[src/rtl/rfile_sb.sv]
// Register file with per-register busy scoreboard, two read ports and one write port.
// Reads are combinational with a same-cycle writeback bypass; writes and busy bits update on the Clk edge.
// Stall is raised combinationally on RAW/WAW hazards; an issue is not accepted while Stall is high.
module rfile_sb #(
    parameter int DATA_W   = 32,
    parameter int ADDR_W   = 5,
    parameter int ZERO_REG = 1
) (
    input  logic              Clk,
    input  logic              Rst,
    input  logic              Run,
    input  logic [ADDR_W-1:0] Rs,
    input  logic [ADDR_W-1:0] Rt,
    input  logic              ReadEnA,
    input  logic              ReadEnB,
    output logic [DATA_W-1:0] busA,
    output logic [DATA_W-1:0] busB,
    input  logic              RegWr,
    input  logic [ADDR_W-1:0] Rw,
    input  logic [DATA_W-1:0] busW,
    input  logic              Issue,
    input  logic [ADDR_W-1:0] IssueRd,
    output logic              Stall,
    output logic [ADDR_W:0]   PendCnt
);

    localparam int DEPTH = 1 << ADDR_W;
    localparam bit ZR    = (ZERO_REG != 0);

    logic [DATA_W-1:0] mem [DEPTH];
    logic [DEPTH-1:0]  busy;
    logic [DEPTH-1:0]  busy_nxt;

    logic wb_fire;
    logic is_fire;
    logic haz_a;
    logic haz_b;
    logic haz_i;
    logic is_sets;
    logic wb_clears;

    // Writeback qualification; register 0 is never written when hard-wired to zero
    assign wb_fire = Run & RegWr & ~(ZR & (Rw == '0));

    // Read ports: zero register first, then bypass from the writeback bus, then storage
    always_comb begin
        busA = mem[Rs];
        if (wb_fire && (Rw == Rs)) busA = busW;
        if (ZR && (Rs == '0))      busA = '0;
        busB = mem[Rt];
        if (wb_fire && (Rw == Rt)) busB = busW;
        if (ZR && (Rt == '0))      busB = '0;
    end

    // Hazard detection; a busy bit being cleared by this cycle's writeback is masked
    always_comb begin
        haz_a = busy[Rs]      & ~(wb_fire & (Rw == Rs));
        haz_b = busy[Rt]      & ~(wb_fire & (Rw == Rt));
        haz_i = busy[IssueRd] & ~(wb_fire & (Rw == IssueRd));
        Stall = Run & ((ReadEnA & haz_a) | (ReadEnB & haz_b) | (Issue & haz_i));
    end

    // Issue acceptance and the per-cycle pending-count contributions
    always_comb begin
        is_fire   = Run & Issue & ~Stall & ~(ZR & (IssueRd == '0));
        is_sets   = is_fire & (~busy[IssueRd] | (wb_fire & (Rw == IssueRd)));
        wb_clears = wb_fire & busy[Rw];
    end

    // Next busy vector: writeback clears, issue sets, set wins on the same register
    always_comb begin
        busy_nxt = busy;
        if (wb_fire) busy_nxt[Rw]      = 1'b0;
        if (is_fire) busy_nxt[IssueRd] = 1'b1;
    end

    // Storage, scoreboard and pending counter; asynchronous reset clears everything
    always_ff @(posedge Clk or posedge Rst) begin
        if (Rst) begin
            for (int i = 0; i < DEPTH; i++) mem[i] <= '0;
            busy    <= '0;
            PendCnt <= '0;
        end else begin
            if (wb_fire) mem[Rw] <= busW;
            busy    <= busy_nxt;
            PendCnt <= PendCnt + {{ADDR_W{1'b0}}, is_sets} - {{ADDR_W{1'b0}}, wb_clears};
        end
    end

endmodule

[config.mk]
export PLATFORM = sky130hd
export DESIGN_NAME = rfile_sb
export DESIGN_NICKNAME = d
export VERILOG_FILES = /design/src/rtl/rfile_sb.sv
export SDC_FILE = /design/constraint.sdc
export NUM_CORES = 2
export LEC_CHECK = 0
export CAP_MARGIN = 20
export CORE_UTILIZATION = 43
export CTS_BUF_LIST = sky130_fd_sc_hd__clkbuf_16
export CTS_CLUSTER_SIZE = 25
export DETAILED_ROUTE_END_ITERATION = 10
export PLACE_DENSITY_LB_ADDON = 0.12
export SKIP_LAST_GASP = 1
export SLEW_MARGIN = 20
export SYNTH_ARGS = -nofsm -noshare
export SYNTH_HDL_FRONTEND = slang
export SYNTH_SLANG_ARGS = --single-unit
[constraint.sdc]
create_clock -name Clk -period 97.1 [get_ports Clk]
set_clock_uncertainty 0.2 [all_clocks]
set_input_delay 9.71 -clock Clk [delete_from_list [all_inputs] [get_ports Clk]]
set_output_delay 9.71 -clock Clk [all_outputs]
set_load 0.01 [all_outputs]
==> impl_metrics.yaml <==
power:
  power_frac_seq_pct: 44.0
  ir_drop_mv: 0.01394
  intPower_mw: 0.9073
  switchingPower_mw: 0.3325
  p_sw_share_pct: 26.82
  clkPwrFrac_pct: 37.2
  combPwrFrac_pct: 18.8
  power_leakage_nw: 28.39
  p_per_area_mw_per_mm2: 19.16
route:
  num_vias: 35850
  drc: 4
  drt-initial-drc-count: 2922
  drt_wl_total_um: 185800
  dr.pass1.iters: 8
  wire_per_inst_um: 33.56
  vias_per_cell: 6.476
  ant_nets: 0
die:
  die_w_um: 369.6
  core_mm2: 0.1338
  num_io_pins: 130
  initial_utilization_pct: 43.44
  dieArea_mm2: 0.1366
  die_y_um: 369.6
  num_rows: 134
yosys:
  dominantRegCellSynth: "dfrtp_1"
  syn_nets: 3830
  ys_warn_count: 0
  ys_async_sr_fraction_pct: 100.0
  netlist-cell-type-count: 57
  ys_top_cells_by_area: "dfrtp_1 (46%), mux4_2 (24%), mux2_2 (19%)"
  syn_inst: 3764
  syn_avg_cell_area_um2: 15.44
  synth-edff-count: 0
  syn-cell-area_mm2: 0.05812
  synth_top_area_share_pct: 45.73
  synth_top_area_cell: "dfrtp_1"
  yosysSeqAreaShare_pct: 45.73
  synth-seq-cells: 1062
timing:
  period_share_pct: 24.90
  period_needed_ns: 24.17
  max_freq_ghz: 0.04137
  finalMaxSlewViolations: 0
  timing_hold_violations_final: 0
  rsz0062_at_grt: "false"
  worst_slew_pin_slew_ns: 1.243
  relSlewSlack_pct: 17.10
  setup_viol: 0
  tns_ns: 0
cts:
  clk_pin_slew_ns: 0.05
  ctsHoldBuffers: 0
  clockBufferDepth: 3
  cts_buffers: 118
  post_cts_buffers: 0
  clkSinkCount: 1062
  tritoncts: "done"
  insertion_delay_ns: 0.74
  cts_root_buffer: "clkbuf_16"
  h-tree-depth: 3
  cts-resized-gates: 0
setup_path:
  worst-path-buf-inv: 4
  path_delay_family: "buffers and inverters"
  required_ns: 87.19
  cp_common_cell: "mux4_2"
  start_kind: "input pin"
  worst-setup-path-type: "in2out"
  cp_slowest_stage_delay_ns: 0.86
  end_kind: "output pin"
  slowest_stage: "buf_4"
  cp_max_fo: 108
  crit_chain: "buf_8 -> buf_12 -> buf_4 -> mux4_2 -> mux2i_1 -> mux4_2 -> a211oi_1 -> clkdlybuf4s50_1"
  cp.arrival_ns: 14.26
global_routing:
  grt_max_degree: 155
  antenna_found_initial: 0
  grt_remaining_overflow: 0
  track_usage_pct: 27.77
  grt_pass1_vias: 38780
  grt_pass1_wl_um: 276600
final_layout:
  nNetsFinal: 3735
  utilization_pct: 48.37
  area_growth_pct: 11.34
  diodes: 0
  drive_gt1_share_pct: 51.75
  fin_area_mm2: 0.06471
placed_design:
  placed_cell_area_mm2: 0.06080
  place.port_buffers: 129
  post-dp-hpwl_um: 98710
  gp_congestion: 0.8336
hold_path:
  hold_class: "reg2reg"
run_status:
  violations: "DRC"
  outcome: "finished, violations left"
flow_run:
  max-cap-violations: 0
## sequential cells by signal (all words and copies together) (netlist names)
name and count:
PendCnt 6, mem 1024, busy 32
## layer usage
metal,vias to the layer above,global-route usage (%),share of wire [%]
li1,14420,-,-
met1,19860,36.46,41
met2,1242,46.56,50
met3,329,4.240,5.6
met4,0,10.35,3.5
met5,-,0,0
## power groups by stage
stage / clock network (mW) / registers (mW) / logic (mW)
after floorplan: 0 / 0.539 / 0.175
after global placement: 0 / 0.545 / 0.228
after detailed placement: 0 / 0.553 / 0.234
after CTS: 0.471 / 0.545 / 0.235
after global routing: 0.490 / 0.554 / 0.249
final: 0.461 / 0.546 / 0.233
## through the flow
stage	std cells	total power [mW]	hold slack [ns]	setup slack [ns]
global placement	5315	0.7730	0.1768	72.85
global route	5536	1.293	0.2079	72.56
detailed placement	5315	0.7869	0.1833	72.83
CTS	5534	1.252	0.1959	72.82
floorplan	3764	0.7136	0.2413	57.30
finish	5536	1.240	0.1894	72.93
## cell families after synthesis
kind of cell | Yosys count | synth area share (%)
compound gates | 199 | 2.689
mux | 1792 | 46.11
simple gates | 232 | 1.819
fa+ha+maj | 7 | 0.1636
xor+xnor | 20 | 0.3014
flops | 1062 | 45.73
buf+inv | 452 | 3.186
## placed cells by master, fill, tap and decap left out, types with 19 or more instances in the layout
cell | Yosys | layout
mux2_2 | 993 | 993
nor2b_1 | 19 | 19
clkinv_2 | 0 | 26
nor2_1 | 95 | 79
mux2i_1 | 190 | 190
dfrtp_1 | 1062 | 1062
inv_1 | 20 | 36
clkdlybuf4s50_1 | 0 | 101
a211oi_1 | 94 | 94
buf_4 | 1 | 84
mux4_2 | 609 | 609
a21oi_1 | 23 | 23
clkbuf_16 | 0 | 122
clkinv_1 | 0 | 31
nand2_1 | 68 | 53
## worst paths after layout
| kind | from | end | slack [ns] | cells after the start |
|---|---|---|---|---|
| max | Rt[0] | busB[2] | 72.93 | 8 |
| min | mem[998] | mem[998] | 0.19 | 0 |
| max reg2reg | busy[14] | PendCnt[4] | 93.10 | 15 |
| min reg2reg | mem[998] | mem[998] | 0.19 | 0 |
| max in group asynchronous | Rst | mem[165] | 83.42 | 6 |
| min in group asynchronous | Rst | mem[627] | 9.31 | 2 |
## Yosys cell counts, drive strengths merged, types with 2 or more instances
master      n
a211o       2
a211oi     94
a21o        2
a21oi      23
a221oi      2
a22oi      14
a2bb2oi     2
a31oi       2
and2        4
and3        2
buf       178
clkbuf    254
dfrtp    1062
ha          6
inv        20
mux2      993
mux2i     190
mux4      609
nand2      68
nand2b      9
nand3       5
nand3b      3
nand4       3
nor2       96
nor2b      19
nor3        9
nor3b       4
nor4b       2
nor4bb      2
o211ai      3
o21ai      14
o31ai      23
o32ai       7
or2         3
or3b        2
xnor2      12
xor2        8
## cell type report
cell class / count / area [µm²]
flip-flops and latches: 1062 / 26580
clock inverters: 97 / 890.9
fillers: 11410 / 69080
clock buffers: 122 / 3053
inverters: 20 / 82.58
multi-input cells: 2250 / 29940
well taps: 1768 / 2212
repair buffers: 217 / 1961
(Power assumes the default switching activity.)
